**src/rtl/comp_serial_if.sv**
```systemverilog
// ============================================================================
// Module   : comp_serial_if
// Brief    : Request/result bundle for the bit-serial magnitude comparator.
// Revision : 1.0  initial release
// ============================================================================
`default_nettype none

interface comp_serial_if #(
    parameter int WIDTH = 8
);
    logic             start;
    logic             sgn;
    logic [WIDTH-1:0] A;
    logic [WIDTH-1:0] B;
    logic             busy;
    logic             done;
    logic             l;
    logic             g;
    logic             e;

    modport master (
        output start, sgn, A, B,
        input  busy, done, l, g, e
    );

    modport slave (
        input  start, sgn, A, B,
        output busy, done, l, g, e
    );
endinterface

`default_nettype wire

```
**src/rtl/comp_serial.sv**
```systemverilog
// ============================================================================
// Module   : comp_serial
// Brief    : MSB-first bit-serial comparator, unsigned or two's-complement,
//            terminating on the first differing bit.
// Revision : 1.0  initial release
// ============================================================================
`default_nettype none

module comp_serial #(
    parameter int WIDTH = 8
) (
    input  wire logic      clk,
    input  wire logic      rst,
    comp_serial_if.slave   bus
);
    localparam int IW = $clog2(WIDTH);

    typedef enum logic [1:0] {
        S_IDLE = 2'd0,
        S_SCAN = 2'd1,
        S_DONE = 2'd2
    } state_t;

    state_t           state_q, state_d;
    logic [WIDTH-1:0] a_q, a_d;
    logic [WIDTH-1:0] b_q, b_d;
    logic             sgn_q, sgn_d;
    logic [IW-1:0]    idx_q, idx_d;
    logic             busy_q, busy_d;
    logic             done_q, done_d;
    logic             l_q, l_d;
    logic             g_q, g_d;
    logic             e_q, e_d;

    logic             w_a_bit;
    logic             w_b_bit;
    logic             w_sign_pos;

    assign w_a_bit    = a_q[idx_q];
    assign w_b_bit    = b_q[idx_q];
    // In signed mode a set sign bit means the smaller operand.
    assign w_sign_pos = sgn_q && (idx_q == IW'(WIDTH - 1));

    always_comb begin
        state_d = state_q;
        a_d     = a_q;
        b_d     = b_q;
        sgn_d   = sgn_q;
        idx_d   = idx_q;
        l_d     = l_q;
        g_d     = g_q;
        e_d     = e_q;

        case (state_q)
            S_IDLE, S_DONE: begin
                if (bus.start) begin
                    a_d     = bus.A;
                    b_d     = bus.B;
                    sgn_d   = bus.sgn;
                    idx_d   = IW'(WIDTH - 1);
                    l_d     = 1'b0;
                    g_d     = 1'b0;
                    e_d     = 1'b0;
                    state_d = S_SCAN;
                end else begin
                    state_d = S_IDLE;
                end
            end
            S_SCAN: begin
                if (w_a_bit != w_b_bit) begin
                    if (w_a_bit ^ w_sign_pos) begin
                        g_d = 1'b1;
                    end else begin
                        l_d = 1'b1;
                    end
                    state_d = S_DONE;
                end else if (idx_q == '0) begin
                    e_d     = 1'b1;
                    state_d = S_DONE;
                end else begin
                    idx_d = idx_q - IW'(1);
                end
            end
            default: begin
                state_d = S_IDLE;
            end
        endcase

        busy_d = (state_d == S_SCAN);
        done_d = (state_d == S_DONE);
    end

    always_ff @(posedge clk) begin
        if (rst) begin
            state_q <= S_IDLE;
            a_q     <= '0;
            b_q     <= '0;
            sgn_q   <= 1'b0;
            idx_q   <= '0;
            busy_q  <= 1'b0;
            done_q  <= 1'b0;
            l_q     <= 1'b0;
            g_q     <= 1'b0;
            e_q     <= 1'b0;
        end else begin
            state_q <= state_d;
            a_q     <= a_d;
            b_q     <= b_d;
            sgn_q   <= sgn_d;
            idx_q   <= idx_d;
            busy_q  <= busy_d;
            done_q  <= done_d;
            l_q     <= l_d;
            g_q     <= g_d;
            e_q     <= e_d;
        end
    end

    assign bus.busy = busy_q;
    assign bus.done = done_q;
    assign bus.l    = l_q;
    assign bus.g    = g_q;
    assign bus.e    = e_q;
endmodule

`default_nettype wire

```
**src/flat_wrapper.sv**
```systemverilog
// flat-port wrapper written by rule: the top's interface ports become plain ports
module comp_serial_flat 
#(
    parameter int WIDTH = 8
)
  (clk, rst, bus_start, bus_sgn, bus_A, bus_B, bus_busy, bus_done, bus_l, bus_g, bus_e);
  comp_serial_if #(.WIDTH(WIDTH)) bus_i ();
  input  wire logic clk;
  input  wire logic rst;
  input wire logic [$bits(bus_i.start)-1:0] bus_start;
  input wire logic [$bits(bus_i.sgn)-1:0] bus_sgn;
  input wire logic [$bits(bus_i.A)-1:0] bus_A;
  input wire logic [$bits(bus_i.B)-1:0] bus_B;
  output wire logic [$bits(bus_i.busy)-1:0] bus_busy;
  output wire logic [$bits(bus_i.done)-1:0] bus_done;
  output wire logic [$bits(bus_i.l)-1:0] bus_l;
  output wire logic [$bits(bus_i.g)-1:0] bus_g;
  output wire logic [$bits(bus_i.e)-1:0] bus_e;
  assign bus_i.start = bus_start;
  assign bus_i.sgn = bus_sgn;
  assign bus_i.A = bus_A;
  assign bus_i.B = bus_B;
  assign bus_busy = bus_i.busy;
  assign bus_done = bus_i.done;
  assign bus_l = bus_i.l;
  assign bus_g = bus_i.g;
  assign bus_e = bus_i.e;
  comp_serial #(.WIDTH(WIDTH)) u_core (.clk(clk), .rst(rst), .bus(bus_i));
endmodule
```
**config.mk**
```make
export PLATFORM = sky130hd
export DESIGN_NAME = comp_serial_flat
export DESIGN_NICKNAME = d
export VERILOG_FILES = /design/src/rtl/comp_serial_if.sv /design/src/rtl/comp_serial.sv /design/src/flat_wrapper.sv
export SDC_FILE = /design/constraint.sdc
export NUM_CORES = 1
export LEC_CHECK = 0
export ABC_AREA = 1
export BUFFER_PORTS_ARGS = -buffer_cell sky130_fd_sc_hd__buf_2
export CORE_ASPECT_RATIO = 1.75
export CORE_UTILIZATION = 51
export DETAILED_ROUTE_END_ITERATION = 8
export GPL_ROUTABILITY_DRIVEN = 0
export PLACE_DENSITY = 0.74
export REMOVE_ABC_BUFFERS = 1
export SLEW_MARGIN = 20
export SYNTH_ARGS = -nofsm -noshare
export SYNTH_HDL_FRONTEND = slang
export SYNTH_SLANG_ARGS = --single-unit
```
**constraint.sdc**
```tcl
create_clock -name clk -period 1.6 [get_ports clk]
set_input_delay 0.32 -clock clk [delete_from_list [all_inputs] [get_ports clk]]
set_output_delay 0.32 -clock clk [all_outputs]
set_load 0.01 [all_outputs]
```
==> flow_metrics.env <==
export IMPL_crit_family="simple AND/OR/NAND/NOR gates"
export IMPL_path_clk_slew_ps=90
export IMPL_hpwl_mm=1.99
export IMPL_synth_cell_types=20
export IMPL_crit_slowest_cell="dfxtp_4"
export IMPL_synth_top_cell_by_area="dfxtp_1"
export IMPL_yosys_warnings=0
export IMPL_min_period_over_period_pct=88.9
export IMPL_status="finished, final reports clean"
export IMPL_syn_area_per_cell_um2=7.15
export IMPL_fin_skew_ps=2.73
export IMPL_internal_power_mw=1.07
export IMPL_critical_path_class="flip-flop to flip-flop"
export IMPL_cts_tree="built"
export IMPL_relSlewSlack_pct=73.0
export IMPL_grt_pass1_vias=1158
export IMPL_yosysMostFrequentCell="nand2_1"
export IMPL_drive_gt1_share_pct=25.5
export IMPL_async_flop_share_pct=0
export IMPL_rows=23
export IMPL_cts_sinks=27
export IMPL_r2r_start="u_core.idx_q[0]$_SDFFE_PP0P_"
export IMPL_max_stage_delay_ps=400
export IMPL_drcViolationCount=0
export IMPL_ys_ff_latch=27
export IMPL_clock_tree_root_cell="clkbuf_8"
export IMPL_drt_iter0_drc=33
export IMPL_peakVddDrop_mv=0.663
export IMPL_die_x_um=40.2
export IMPL_cts_buffer_depth=2
export IMPL_cts_inserted_buffers=3
export IMPL_critPathMaxFanout=11
export IMPL_io_buffers=24
export IMPL_grt_pass1_wl_mm=4.59
export IMPL_power_switching_mw=0.509
export IMPL_n_antenna_cell=0
export IMPL_slew_viol_final=0
export IMPL_htreeDepth=1
export IMPL_holdCritStartpoint="rst"
export IMPL_total_power_mw=1.58
export IMPL_setup_ws_ps=177
export IMPL_swShare_pct=32.2
export IMPL_grt_overflow_total=0
export IMPL_dp_slack_ps=-4.34
export IMPL_grt_start_max_net_pins=30
export IMPL_rsz0062_at_grt="false"
export IMPL_dieHeight_um=68.8
export IMPL_initial_core_util_pct=55.1
export IMPL_cp_startpoint="u_core.idx_q[0]$_SDFFE_PP0P_"
export IMPL_synth_cells=182
export IMPL_combPwrFrac_pct=26.9
export IMPL_wl_per_cell_um=11.1
export IMPL_max_freq_ghz=0.703
export IMPL_totalWireLength_mm=2.60
export IMPL_endpoint_kind="flip-flop"
export IMPL_viasPerCell=5.26
export IMPL_ant_nets=0
export IMPL_dieArea_um2=2770
export IMPL_worst_slew_pin_slew_ps=403
export IMPL_yosys_top_cells_area="dfxtp_1 42%, nand2_1 9.2%, nand3_1 7.3%, a21oi_1 6.9%, o21ai_0 6.9%"
export IMPL_seq_power_share_pct=49.0
export IMPL_fin_nets=232
export IMPL_final_core_util_pct=64.4
export IMPL_netlist_area_um2=1300
export IMPL_cellPowerDensity_nw_per_um2=1040
export IMPL_clk_latency_ps=270
export IMPL_drv_cap=0
export IMPL_synth_edff_count=0
export IMPL_firstDrtPassIters=4
export IMPL_holdWs_ps=219
export IMPL_p_leak_nw=0.752
export IMPL_synthToLayoutAreaGrowth_pct=16.7
export IMPL_hp_class="primary input to flip-flop"
export IMPL_critical_path_arrival_ps=1590
export IMPL_startpoint_type="flip-flop"
export IMPL_p_clk_share_pct=24.1
export IMPL_vias=1226
export IMPL_critPathBufInv=1
export IMPL_io_pins=25
export IMPL_critical_path_required_ps=1770
export IMPL_core_um2=2360
export IMPL_synth_commonest_cells="32 x nand2_1, 27 x dfxtp_1, 19 x inv_1, 19 x nand3_1"
export IMPL_path_cells="inv_6 -> nand2_1 -> nand3_1 -> nand3_1 -> nand2_1 -> nand2_2 -> nand2_4 -> nand2_4 -> o21ai_1 -> nor2_1"
export IMPL_fin_crit_ps=1420
export IMPL_finalSetupTns_ps=0
export IMPL_synth_flop_cell="dfxtp_1"
export IMPL_hold_violations=0
export IMPL_yosys_area_top_type_share_pct=41.5
export IMPL_setup_viol=0
export IMPL_grt_use_total_pct=23.5
export IMPL_antenna_found_initial=0
export IMPL_ys_seq_area_share_pct=41.5
[layout by cell type (no fill, tap or decap)]
master    count
ha_1          3
dfxtp_2       1
buf_2        24
nand2_1      32
o21ai_1       3
nand3_2       3
a21oi_1      18
buf_4         4
nand2_4       2
inv_2         2
clkbuf_8      3
nor2_4        1
dfxtp_4       1
or2_1         1
inv_1        19
inv_6         1
buf_12        1
nand2_2       9
o21ai_0      18
clkinv_2      1
nor2_1       17
nand3_1      19
dfxtp_1      25
[final cells by class]
| cell class | instances | area, um2 |
|---|---|---|
| fill | 229 | 841 |
| multi-input combinational | 126 | 638 |
| tap | 25 | 31.3 |
| clock inverter | 1 | 5.00 |
| timing repair buffer | 29 | 170 |
| sequential | 27 | 546 |
| clock buffer | 3 | 41.3 |
| inverter | 22 | 87.6 |
[power by group through the flow]
stage	clock network [mW]	registers (mW)	logic (mW)
2_1_floorplan	0	0.790	0.298
3_3_place_gp	0	0.787	0.414
3_5_place_dp	0	0.789	0.423
4_1_cts	0.389	0.774	0.426
5_1_grt	0.404	0.784	0.492
6_report	0.381	0.775	0.426
[worst reg2reg max path: stages (launching register included)]
cell and delay, ps:
dfxtp_4 400, inv_6 120, nand2_1 60, nand3_1 90
nand3_1 100, nand2_1 120, nand2_2 70, nand2_4 90
nand2_4 80, o21ai_1 140, nor2_1 60
[sequential cells by signal, summed over array words and instances, names as in the netlist]
name	count
u_core.a_q	8
u_core.sgn_q	1
u_core.bus.g	1
u_core.state_q	2
u_core.idx_q	3
u_core.bus.e	1
u_core.bus.l	1
u_core.bus.busy	1
u_core.b_q	8
u_core.bus.done	1
[kinds of logic after synthesis]
kind of cell,Yosys count,share of synthesized area (%)
AOI/OAI and AO/OA,39,15.0
adders and majority gates,3,2.88
buffers and inverters,29,9.42
DFF,27,41.5
and+or+nand+nor,84,31.2
[per-layer routing]
layer	global-route usage [%]	routed length, um	up-vias
met5	0	0	-
met3	2.24	76	8
met2	42.1	1400	29
li1	-	-	632
met1	24.6	1040	557
met4	14.2	80	0
[per-stage QoR]
| stage | cells | cell area [um2] |
|---|---|---|
| finish | 233 | 1520 |
| floorplan | 175 | 1270 |
| CTS | 233 | 1520 |
| global route | 233 | 1520 |
| global placement | 229 | 1470 |
| detailed placement | 229 | 1470 |
[worst paths after layout]
| path | to | cells after the start | slack, ps |
|---|---|---|---|
| setup / recovery | u_core.idx_q[0]$_SDFFE_PP0P_ | 10 | 180 |
| hold / removal | u_core.state_q[0]$_SDFF_PP0_ | 2 | 220 |
| setup reg to reg | u_core.idx_q[0]$_SDFFE_PP0P_ | 10 | 180 |
| hold reg to reg | u_core.a_q[0]$_SDFFE_PP0P_ | 2 | 450 |
[repair_timing]
item | CTS | global route
pin swaps | 0 | 0
buffers inserted | 0 | 0
gates resized for setup | 1 | 2
hold buffers | 0 | 0
endpoints found under the setup margin | 3 | 3
Power figures use the tool's default switching activity.
